<file path="src/rtl/spinner_mc.sv">
// rtl/spinner_mc.sv - multi-channel spinner/paddle position accumulator
// Digital plus/minus steps on strobe rising edges plus toggle-flagged analog deltas.
module spinner_mc #(
  parameter int CH    = 2,
  parameter int W     = 4,
  parameter int F     = 2,
  parameter int FAST  = 2,
  parameter int CLAMP = 0
) (
  input  logic            clk,
  input  logic            reset,
  input  logic            strobe,
  input  logic [CH-1:0]   plus,
  input  logic [CH-1:0]   minus,
  input  logic [CH-1:0]   fast,
  input  logic [9*CH-1:0] spin_in,
  output logic [W*CH-1:0] spin_out,
  output logic [CH-1:0]   changed
);

  localparam int PW = W + F;
  // At least W+F+2 bits, widened so a full +/-128 analog delta on top of pos cannot overflow.
  localparam int SW = ((PW > 8) ? PW : 8) + 2;

  typedef logic signed [SW-1:0] sum_t;

  localparam sum_t MAXV = sum_t'((1 << PW) - 1);

  logic strobe_q, strobe_d;
  logic primed_q, primed_d;
  logic strobe_edge;

  always_comb begin
    strobe_d    = strobe;
    primed_d    = 1'b1;
    strobe_edge = primed_q & strobe & ~strobe_q;
  end

  // strobe history resets high so a strobe already asserted at release is not an edge.
  always_ff @(posedge clk or posedge reset) begin
    if (reset) begin
      strobe_q <= 1'b1;
      primed_q <= 1'b0;
    end else begin
      strobe_q <= strobe_d;
      primed_q <= primed_d;
    end
  end

  for (genvar i = 0; i < CH; i++) begin : g_ch
    logic [PW-1:0]     pos_q, pos_d;
    logic              tog_q, tog_d;
    logic              changed_q, changed_d;
    logic signed [7:0] raw;
    sum_t              step, dig, ana, sum;

    always_comb begin
      tog_d = spin_in[9*i+8];
      raw   = spin_in[9*i +: 8];
      step  = fast[i] ? (sum_t'(1) << FAST) : sum_t'(1);

      dig = '0;
      if (strobe_edge && plus[i] && !minus[i]) begin
        dig = step;
      end else if (strobe_edge && minus[i] && !plus[i]) begin
        dig = -step;
      end

      ana = '0;
      if (primed_q && (spin_in[9*i+8] != tog_q)) begin
        ana = sum_t'(raw);
      end

      sum = sum_t'(pos_q) + dig + ana;

      if ((CLAMP != 0) && (sum < 0)) begin
        pos_d = '0;
      end else if ((CLAMP != 0) && (sum > MAXV)) begin
        pos_d = '1;
      end else begin
        pos_d = sum[PW-1:0];
      end

      changed_d = (pos_d[PW-1:F] != pos_q[PW-1:F]);
    end

    always_ff @(posedge clk or posedge reset) begin
      if (reset) begin
        pos_q     <= '0;
        tog_q     <= 1'b0;
        changed_q <= 1'b0;
      end else begin
        pos_q     <= pos_d;
        tog_q     <= tog_d;
        changed_q <= changed_d;
      end
    end

    assign spin_out[W*i +: W] = pos_q[PW-1:F];
    assign changed[i]         = changed_q;
  end

endmodule

</file>
<file path="config.mk">
export PLATFORM = sky130hd
export DESIGN_NAME = spinner_mc
export DESIGN_NICKNAME = d
export VERILOG_FILES = /design/src/rtl/spinner_mc.sv
export SDC_FILE = /design/constraint.sdc
export NUM_CORES = 1
export LEC_CHECK = 0
export ABC_AREA = 1
export BUFFER_PORTS_ARGS = -buffer_cell sky130_fd_sc_hd__clkbuf_2
export CAP_MARGIN = 30
export CELL_PAD_IN_SITES_DETAIL_PLACEMENT = 2
export CELL_PAD_IN_SITES_GLOBAL_PLACEMENT = 2
export CORE_UTILIZATION = 30
export DETAILED_ROUTE_END_ITERATION = 10
export PLACE_DENSITY_LB_ADDON = 0.1
export SETUP_SLACK_MARGIN = 0.02
export SLEW_MARGIN = 30
export SYNTH_ARGS = -nofsm -noshare
export SYNTH_HDL_FRONTEND = slang
export SYNTH_SLANG_ARGS = --single-unit
</file>
<file path="constraint.sdc">
create_clock -name clk -period 3.1 [get_ports clk]
set_clock_uncertainty 0.1 [all_clocks]
set_input_delay 0.62 -clock clk [delete_from_list [all_inputs] [get_ports clk]]
set_output_delay 0.62 -clock clk [all_outputs]
set_load 0.05 [all_outputs]
</file>
==> results of run 1 <==
## critical path, stage by stage
cell and delay, ns:
clkbuf_2 0.09, inv_1 0.08, nand2_1 0.10, nor2_4 0.13, nand2_2 0.08, fa_1 0.51
inv_1 0.06, ha_4 0.17, fa_2 0.42, inv_1 0.07, nor2_1 0.04, nor2_1 0.15
nand2_1 0.07, nand2_1 0.10, nand2_1 0.09, nand3_1 0.09, nand3_1 0.06
## cell type report
| type | count | area [um2] |
|---|---|---|
| fillers | 632 | 3090 |
| multi-input cells | 136 | 972 |
| flip-flops and latches | 18 | 453 |
| repair buffers | 50 | 295 |
| inverters | 44 | 165 |
| well taps | 70 | 87.6 |
| clock buffers | 4 | 45.0 |
## power breakdown
part | internal (mW) | switching (mW)
clock network | 0.0915 | 0.0862
logic | 0.389 | 0.673
registers | 0.328 | 0.0838
## how the worst max path moves through the flow
stage	start	end	slack, ns	cells after the start
after floorplan	plus[1]	g_ch[1].changed_q	0.12	13
after global placement	strobe	g_ch[1].changed_q	-0.21	13
after detailed placement	strobe	g_ch[1].changed_q	-0.34	13
after CTS	strobe_q	g_ch[1].changed_q	0.03	16
after global routing	strobe_q	g_ch[1].changed_q	0.03	17
final	plus[1]	g_ch[1].changed_q	0.20	17
## per-layer routing
layer / GRT usage (%) / up-vias / share of wire [%]
met3: 2.01 / 4 / 1.4
met1: 17.5 / 715 / 37
met5: 0 / - / 0
li1: - / 698 / -
met2: 35.9 / 14 / 60
met4: 5.03 / 0 / 0.99
## per-stage QoR
stage	total power [mW]	worst slack, ns	util [%]
after global placement	1.37	-0.210	37.1
after global routing	1.82	0.0294	39.5
after CTS	1.67	0.0261	38.5
after detailed placement	1.45	-0.344	37.1
after floorplan	1.22	0.122	-
final	1.65	0.199	39.5
## repair_timing
item,CTS,global route
gates resized for setup,5,16
pin swaps,0,2
endpoints found under the setup margin,2,3
hold buffers,0,0
## registers in the layout, indices dropped and copies added, names as in the netlist
| name | count |
|---|---|
| g_ch.tog_q | 2 |
| strobe_q | 1 |
| g_ch.pos_q | 12 |
| g_ch.changed_q | 2 |
| primed_q | 1 |
## cell usage in the layout (no fill, tap or decap), drive strengths merged
cell type  instances
a21oi              3
xnor2              4
nor2b              1
dfstp              1
buf               18
nand4              2
nand3             23
conb               1
o21ai              2
inv               44
nor2              19
nand2             58
dfrtp             17
fa                12
nor3               1
ha                 8
clkbuf            36
xor2               2
## cells by family after synthesis
family | after synthesis | share of synthesized area [%]
adder cells (fa/ha/maj) | 20 | 21.5
buffers and inverters | 54 | 15.1
flip-flops | 18 | 28.5
AO/OA/AOI/OAI | 5 | 1.58
XOR/XNOR | 6 | 3.31
AND/OR/NAND/NOR | 104 | 29.8
other | 1 | 0.236
==> impl_metrics.py, run 1 <==
metrics = {
    "yosys": {
        "yosysUniqueCellTypes": 22,
        "ys_ff_latch": 18,
        "ys_seq_area_share_pct": 28.5,
        "synth_area_per_cell_um2": 7.63,
        "syn_area_um2": 1590,
        "syn_nets": 255,
        "yosys-top-cells-area": "dfrtp_1, fa_1, nand2_1",
        "synthArstFlopShare_pct": 100,
        "synth_top_cell_by_area": "dfrtp_1",
        "synth_top_area_share_pct": 26.8,
        "synthCells": 208,
        "synth_common_cells": "nand2_1, inv_1, nand3_1, dfrtp_1, nor2_1",
        "yosys.cell_count.top_type": "nand2_1",
        "ys_warn_count": 0,
        "synth_edf_count": 0,
        "synth_flop_cell": "dfrtp_1",
    },
    "timing": {
        "min_period_ns": 2.90,
        "finalSetupTns_ns": 0,
        "whs_ns": 0.379,
        "tightest_slew_ns": 0.782,
        "final_hold_viol_count": 0,
        "maxSlewViolCount": 0,
        "fmax_mhz": 345,
        "rsz0062_at_grt": "false",
        "setup_viol": 0,
        "slew_headroom_pct": 47.8,
        "fin_crit_sh_pct": 93.6,
    },
    "clock_network": {
        "path_clk_slew_ns": 0.07,
        "insertion_delay_ns": 0.26,
        "cts-root-buf": "clkbuf_8",
        "cts_setup_buffers": 0,
        "htreeDepth": 1,
        "numCtsBuffers": 3,
        "cts_tree": "built",
        "cts_num_sinks": 18,
        "clockBufferDepth": 2,
    },
    "critical_path": {
        "r2r-start": "strobe_q",
        "r2r_slack_ns": 0.20,
        "arrival_ns": 2.95,
        "reg2reg_to": "g_ch[1].changed_q",
        "r2r_cells": 17,
        "crit_type": "in2reg",
        "start_kind": "primary input",
        "worstPathRequired_ns": 3.15,
        "endpoint_kind": "register",
        "crit_fanout": 3,
    },
    "cells_and_area": {
        "fin_cells": 322,
        "final_nets": 300,
        "final_area_um2": 2020,
        "final_layout_size_suffix_gt1_share_pct": 33.7,
        "syn_to_final_growth_pct": 27.2,
        "diodes": 0,
    },
    "status": {
        "status": "finished, final reports clean",
    },
    "global_route": {
        "antenna_found_initial": 0,
        "grt_pass1_vias": 1629,
        "grt_pass1_wl_um": 7130,
        "grt_max_degree": 19,
        "gr-total-overflow": 0,
        "grt_usage_pct": 17.2,
    },
    "pwr": {
        "vdd_drop_max_v": 0.000351,
        "p_leak_nw": 1.14,
        "powerDensity_nw_per_um2": 818,
    },
    "routing": {
        "drt_wl_total_um": 4250,
        "wire_per_inst_um": 13.2,
        "drt_iter0_markers": 25,
        "dr.pass1.iters": 4,
        "postRouteAntennaNets": 0,
        "drc_errors": 0,
        "vias": 1431,
        "viasPerCell": 4.44,
    },
    "placed_design": {
        "placedCellCount": 318,
        "gp_congestion": 0.811,
        "dp_hpwl_um": 3790,
        "portBuffers": 32,
        "placed_area_um2": 1890,
    },
    "floorplanning": {
        "coreArea_um2": 5110,
        "die_height_um": 74.7,
        "die_w_um": 74.7,
        "num_io_pins": 37,
        "die_area_um2": 5580,
        "initial_core_util_pct": 31.1,
        "rows": 26,
    },
    "flow_run": {
        "maxCapViolations": 0,
    },
    "min_path": {
        "hold_path_class": "in2async",
    },
}
Note: power is estimated with default switching activity, not from simulation.
==> run 2: changes to the inputs <==
MAX_ROUTING_LAYER = met4   (was unset)
==> run 2 against run 1 <==
Effect of this change:
- global-route usage is 0.54 points higher
- combinational power hardly changed
- critical endpoint unchanged
- non-clock buffer count stayed put
- critical path type unchanged
- final cell count stayed put
- clock power hardly changed
- highest routed layer unchanged
- sequential power hardly changed
- maximum frequency hardly changed
- final area stayed put
- total power hardly changed
==> impl_metrics.py, run 2 (synthesis gave the netlist of run 1 again) <==
metrics = {
    "status": {
        "status": "finished, final reports clean",
    },
    "cells_and_area": {
        "nFillCells": 632,
        "regMostFlops": "g_ch.pos_q",
        "fin_util_pct": 39.5,
        "diodes": 0,
        "largest_reg_flops": 12,
        "final_cell_mix": "nand2_1, inv_1, clkbuf_2",
        "mostFrequentLayoutCell": "nand2_1",
        "syn_to_final_growth_pct": 27.2,
        "final_nets": 300,
        "fin_cells": 322,
        "final_area_um2": 2020,
        "biggestRegsByFlops": "g_ch.pos_q: 12 flops, g_ch.changed_q: 2 flops, g_ch.tog_q: 2 flops",
        "final_layout_size_suffix_gt1_share_pct": 33.7,
    },
    "global_route": {
        "grt_usage_pct": 17.8,
        "grt_pass1_vias": 1628,
        "grt_max_degree": 19,
        "grt_pass1_wl_um": 7130,
        "gr-total-overflow": 0,
        "antenna_found_initial": 0,
    },
    "routing": {
        "viasPerCell": 4.43,
        "postRouteAntennaNets": 0,
        "drt_wl_total_um": 4250,
        "drc_errors": 0,
        "vias": 1427,
        "wire_per_inst_um": 13.2,
        "drt_iter0_markers": 23,
        "dr.pass1.iters": 4,
    },
    "timing": {
        "maxSlewViolCount": 0,
        "fmax_mhz": 345,
        "rsz0062_at_grt": "false",
        "setup_slack_ns": 0.201,
        "final_hold_viol_count": 0,
        "slew_headroom_pct": 47.8,
        "tightest_slew_ns": 0.782,
        "min_period_ns": 2.90,
        "setup_viol": 0,
        "fin_crit_sh_pct": 93.5,
    },
    "flow_run": {
        "maxCapViolations": 0,
    },
    "pwr": {
        "vdd_drop_max_v": 0.000351,
        "powerDensity_nw_per_um2": 818,
        "p_leak_nw": 1.14,
        "total_power_mw": 1.65,
    },
    "critical_path": {
        "arrival_ns": 2.95,
        "crit_fanout": 4,
        "worstPathRequired_ns": 3.15,
        "crit_type": "in2reg",
        "r2r_cells": 17,
        "start_kind": "primary input",
        "endpoint_kind": "register",
    },
    "floorplanning": {
        "coreArea_um2": 5110,
        "die_w_um": 74.7,
        "initial_core_util_pct": 31.1,
        "die_area_um2": 5580,
        "num_io_pins": 37,
        "die_height_um": 74.7,
        "rows": 26,
    },
    "placed_design": {
        "dp_hpwl_um": 3790,
        "pre_cts_slack_ns": -0.344,
        "gp_congestion": 0.823,
        "portBuffers": 32,
        "placed_area_um2": 1890,
        "placedCellCount": 318,
    },
    "min_path": {
        "hold_path_class": "in2async",
    },
    "clock_network": {
        "cts-root-buf": "clkbuf_8",
        "numCtsBuffers": 3,
        "ctsHoldBuffers": 0,
        "path_clk_slew_ns": 0.08,
        "cts_setup_buffers": 0,
        "insertion_delay_ns": 0.26,
        "htreeDepth": 1,
        "clockBufferDepth": 2,
        "cts_num_sinks": 18,
        "cts_tree": "built",
    },
}
-- run 2: cell counts in the layout (fill, tap and decap cells not counted) --
No cell type changed its count.
-- run 2: critical path: stages --
cell and delay, ns:
clkbuf_2 0.11, nand2_1 0.10, nand2_1 0.09, nor2_4 0.13
nand2_1 0.08, fa_1 0.48, inv_1 0.06, ha_4 0.17
fa_2 0.42, inv_1 0.07, nor2_1 0.04, nor2_1 0.15
nand2_1 0.07, nand2_1 0.10, nand2_1 0.09, nand3_1 0.09
nand3_1 0.06
-- run 2: final timing paths --
kind / slack [ns] / to / startpoint
min in group clk: 0.39 / strobe_q / strobe
max in group asynchronous: 1.99 / primed_q / reset
worst max register to register: 0.20 / g_ch[1].changed_q / strobe_q
worst min register to register: 0.48 / g_ch[1].changed_q / g_ch[1].pos_q[5]
worst min-delay path: 0.38 / g_ch[0].changed_q / reset
worst max-delay path: 0.20 / g_ch[1].changed_q / spin_in[17]
-- run 2: layer usage --
metal | vias to the layer above | track usage [%] | share of wire, %
met2 | 13 | 35.9 | 60
li1 | 698 | - | -
met5 | - | - | 0
met1 | 712 | 17.5 | 37
met4 | 0 | 5.03 | 0.94
met3 | 4 | 2.01 | 1.3
-- run 2: cell type report --
type,instances,area (um2),area share (%)
well taps,70,87.6,4.34
inverters,44,165,8.18
clock buffers,4,45.0,2.23
multi-input cells,136,972,48.2
flip-flops and latches,18,453,22.4
repair buffers,50,295,14.6
-- run 2: what timing repair did --
action | CTS | global route
pin swaps | 0 | 2
endpoints found under the hold margin | 0 | 0
gates resized for setup | 5 | 16
endpoints found under the setup margin | 2 | 3
-- run 2: stage by stage --
stage | setup TNS, ns | hold slack (ns)
finish | 0 | 0.378
floorplan | 0 | 0.423
detailed placement | -0.986 | 0.438
global placement | -0.378 | 0.441
CTS | 0 | 0.371
global route | 0 | 0.384
-- run 2: report_power, final --
group          total, mW  switching (mW)  internal [mW]
sequential         0.411          0.0837          0.328
combinational       1.06           0.673          0.389
clock              0.179          0.0871         0.0915
total               1.65           0.844          0.808
==> run 3: changes to the inputs <==
ABC_AREA = unset   (was 1)
CORE_UTILIZATION = 33   (was 30)
==> run 3 against run 2 <==
Effect of this change:
- final cell count is 34% lower
- sequential share of layout area is 3.1 points higher
- register-to-register slack worse by 0.13 ns
- utilization is 5.1 points higher
- combinational power is 18% lower
- count of clock-buffer cells in the layout stayed put
- clock power is 9% higher
- die area is 21% lower
- global-route usage is 0.32 points lower
- sequential power is 1% lower
- critical path type unchanged
==> impl_metrics.py, run 3 <==
metrics = {
    "floorplanning": {
        "die_area_um2": 4390,
        "coreArea_um2": 3970,
        "die_height_um": 66.3,
        "die_w_um": 66.3,
        "rows": 23,
        "initial_core_util_pct": 34.3,
        "num_io_pins": 37,
    },
    "global_route": {
        "grt_max_degree": 19,
        "antenna_found_initial": 0,
        "grt_pass1_vias": 1153,
        "gr-total-overflow": 0,
        "grt_pass1_wl_um": 5440,
        "grt_usage_pct": 17.4,
    },
    "yosys": {
        "synthArstFlopShare_pct": 100,
        "yosys.cell_count.top_type": "dfrtp_1",
        "synth_top_area_share_pct": 31.2,
        "synthCells": 118,
        "syn_area_um2": 1360,
        "ys_ff_latch": 18,
        "yosys-top-cells-area": "dfrtp_1, fa_1, xnor2_1",
        "synth_edf_count": 0,
        "synth_common_cells": "dfrtp_1, xnor2_1, fa_1, buf_4, inv_1",
        "yosysUniqueCellTypes": 26,
        "synth_top_cell_by_area": "dfrtp_1",
        "syn_nets": 165,
        "ys_seq_area_share_pct": 33.1,
        "synth_area_per_cell_um2": 11.6,
        "ys_warn_count": 0,
        "synth_flop_cell": "dfrtp_1",
    },
    "cells_and_area": {
        "syn_to_final_growth_pct": 29.9,
        "final_nets": 210,
        "biggestRegsByFlops": "g_ch.pos_q: 12 flops, g_ch.changed_q: 2 flops, g_ch.tog_q: 2 flops",
        "final_layout_size_suffix_gt1_share_pct": 45.7,
        "mostFrequentLayoutCell": "clkbuf_2",
        "final_cell_mix": "clkbuf_2, buf_4, dfrtp_1",
        "regMostFlops": "g_ch.pos_q",
        "largest_reg_flops": 12,
        "diodes": 0,
    },
    "routing": {
        "drt_wl_total_um": 3230,
        "vias": 966,
        "dr.pass1.iters": 3,
        "postRouteAntennaNets": 0,
        "viasPerCell": 4.56,
        "wire_per_inst_um": 15.2,
        "drc_errors": 0,
        "drt_iter0_markers": 22,
    },
    "critical_path": {
        "crit_type": "in2reg",
        "crit_fanout": 3,
        "cpMostUsedCell": "xnor2_1",
        "cpMaxStageDelayCell": "fa_1",
        "arrival_ns": 3.09,
        "start_kind": "primary input",
        "r2r-start": "strobe_q",
        "cp-startpoint": "plus[1]",
        "cpPeakStageDelay_ns": 0.50,
        "endpoint_kind": "register",
        "worstPathRequired_ns": 3.12,
        "crit_chain": "buf_6 > nand2b_4 > or3_4 > fa_1 > inv_1 > ha_2 > fa_2 > a21o_1 > a21oi_2 > xnor2_1 > xnor2_1 > nand4_1",
    },
    "pwr": {
        "powerDensity_nw_per_um2": 828,
        "p_leak_nw": 0.915,
        "vdd_drop_max_v": 0.000381,
    },
    "clock_network": {
        "insertion_delay_ns": 0.25,
        "path_clk_slew_ns": 0.07,
        "clockBufferDepth": 2,
        "cts_num_sinks": 18,
        "cts_tree": "built",
        "ctsHoldBuffers": 0,
        "cts-root-buf": "clkbuf_8",
        "numCtsBuffers": 3,
        "htreeDepth": 1,
    },
    "timing": {
        "setup_slack_ns": 0.0326,
        "fmax_mhz": 326,
        "rsz0062_at_grt": "true",
        "finalSetupTns_ns": 0,
        "setup_viol": 0,
        "tightest_slew_ns": 0.716,
        "slew_headroom_pct": 52.2,
        "final_hold_viol_count": 0,
        "fin_crit_sh_pct": 98.9,
        "min_period_ns": 3.07,
        "maxSlewViolCount": 0,
    },
    "placed_design": {
        "portBuffers": 32,
        "pre_cts_slack_ns": -0.265,
        "gp_congestion": 0.799,
        "dp_hpwl_um": 2700,
    },
    "status": {
        "status": "finished, final reports clean",
    },
    "min_path": {
        "hold_path_class": "in2async",
    },
    "flow_run": {
        "maxCapViolations": 0,
    },
}
==> run 3: per-layer routing <==
layer	wire length [um]	part of all wire, %	GRT usage (%)	vias up
met2	1710	53	30.7	20
met5	0	0	-	-
met1	1360	42	20.3	486
met3	114	3.5	2.93	4
li1	-	-	-	456
met4	40	1.2	5.05	0
==> run 3: final timing paths <==
kind	endpoint	depth (start not counted)	slack [ns]
setup / recovery	g_ch[1].changed_q	12	0.03
hold / removal	g_ch[0].tog_q	2	0.35
setup reg to reg	g_ch[1].changed_q	11	0.07
hold reg to reg	g_ch[0].pos_q[5]	1	0.37
max in group asynchronous	g_ch[1].pos_q[0]	2	2.09
min in group clk	strobe_q	1	0.37
==> run 3: critical path, delay by kind of cell <==
family	cells	cell delay, ns
adder cells (fa/ha/maj)	3	1.05
XOR/XNOR	2	0.35
AO/OA/AOI/OAI	2	0.33
buffers and inverters	2	0.14
AND/OR/NAND/NOR	3	0.59
==> run 3: cell families (layout without fill, tap and decap cells) <==
kind of cell               count (synthesis)  in the layout  share of synthesized area (%)
AOI/OAI and AO/OA                         10             10                           4.86
xor gates and xnor gates                  21             21                           14.5
adders and majority gates                 20             20                           25.0
buffers and inverters                     21             65                           8.62
DFF                                       18             18                           33.1
other                                      1              1                          0.275
and+or+nand+nor                           27             27                           13.7
==> run 3: stage by stage <==
stage | hold slack (ns) | util (%) | power [mW] | instances | area (um2)
2_1_floorplan | 0.348 | - | 1.10 | 118 | 1390
3_3_place_gp | 0.362 | 42.1 | 1.24 | 207 | 1670
3_5_place_dp | 0.362 | 42.1 | 1.28 | 207 | 1670
4_1_cts | 0.381 | 43.5 | 1.49 | 211 | 1730
5_1_grt | 0.353 | 44.6 | 1.59 | 212 | 1770
6_report | 0.353 | 44.6 | 1.47 | 212 | 1770
==> run 3: power breakdown <==
| group | switching (mW) | internal, mW |
|---|---|---|
| logic | 0.512 | 0.354 |
| registers | 0.0766 | 0.330 |
| clock network | 0.0827 | 0.113 |
==> run 3: what timing repair did <==
action | CTS | global route
setup buffers | 0 | 1
pin swaps | 6 | 8
gates cloned | 0 | 0
gates resized for setup | 0 | 11
endpoints found under the setup margin | 2 | 4
==> run 3: area by class of cell <==
type	instances	area (um2)
Clock buffer	4	55.1
Timing Repair Buffer	51	315
Tap cell	50	62.6
Sequential cell	18	452
Fill cell	430	2200
Multi-Input combinational cell	79	850
Inverter	10	37.5
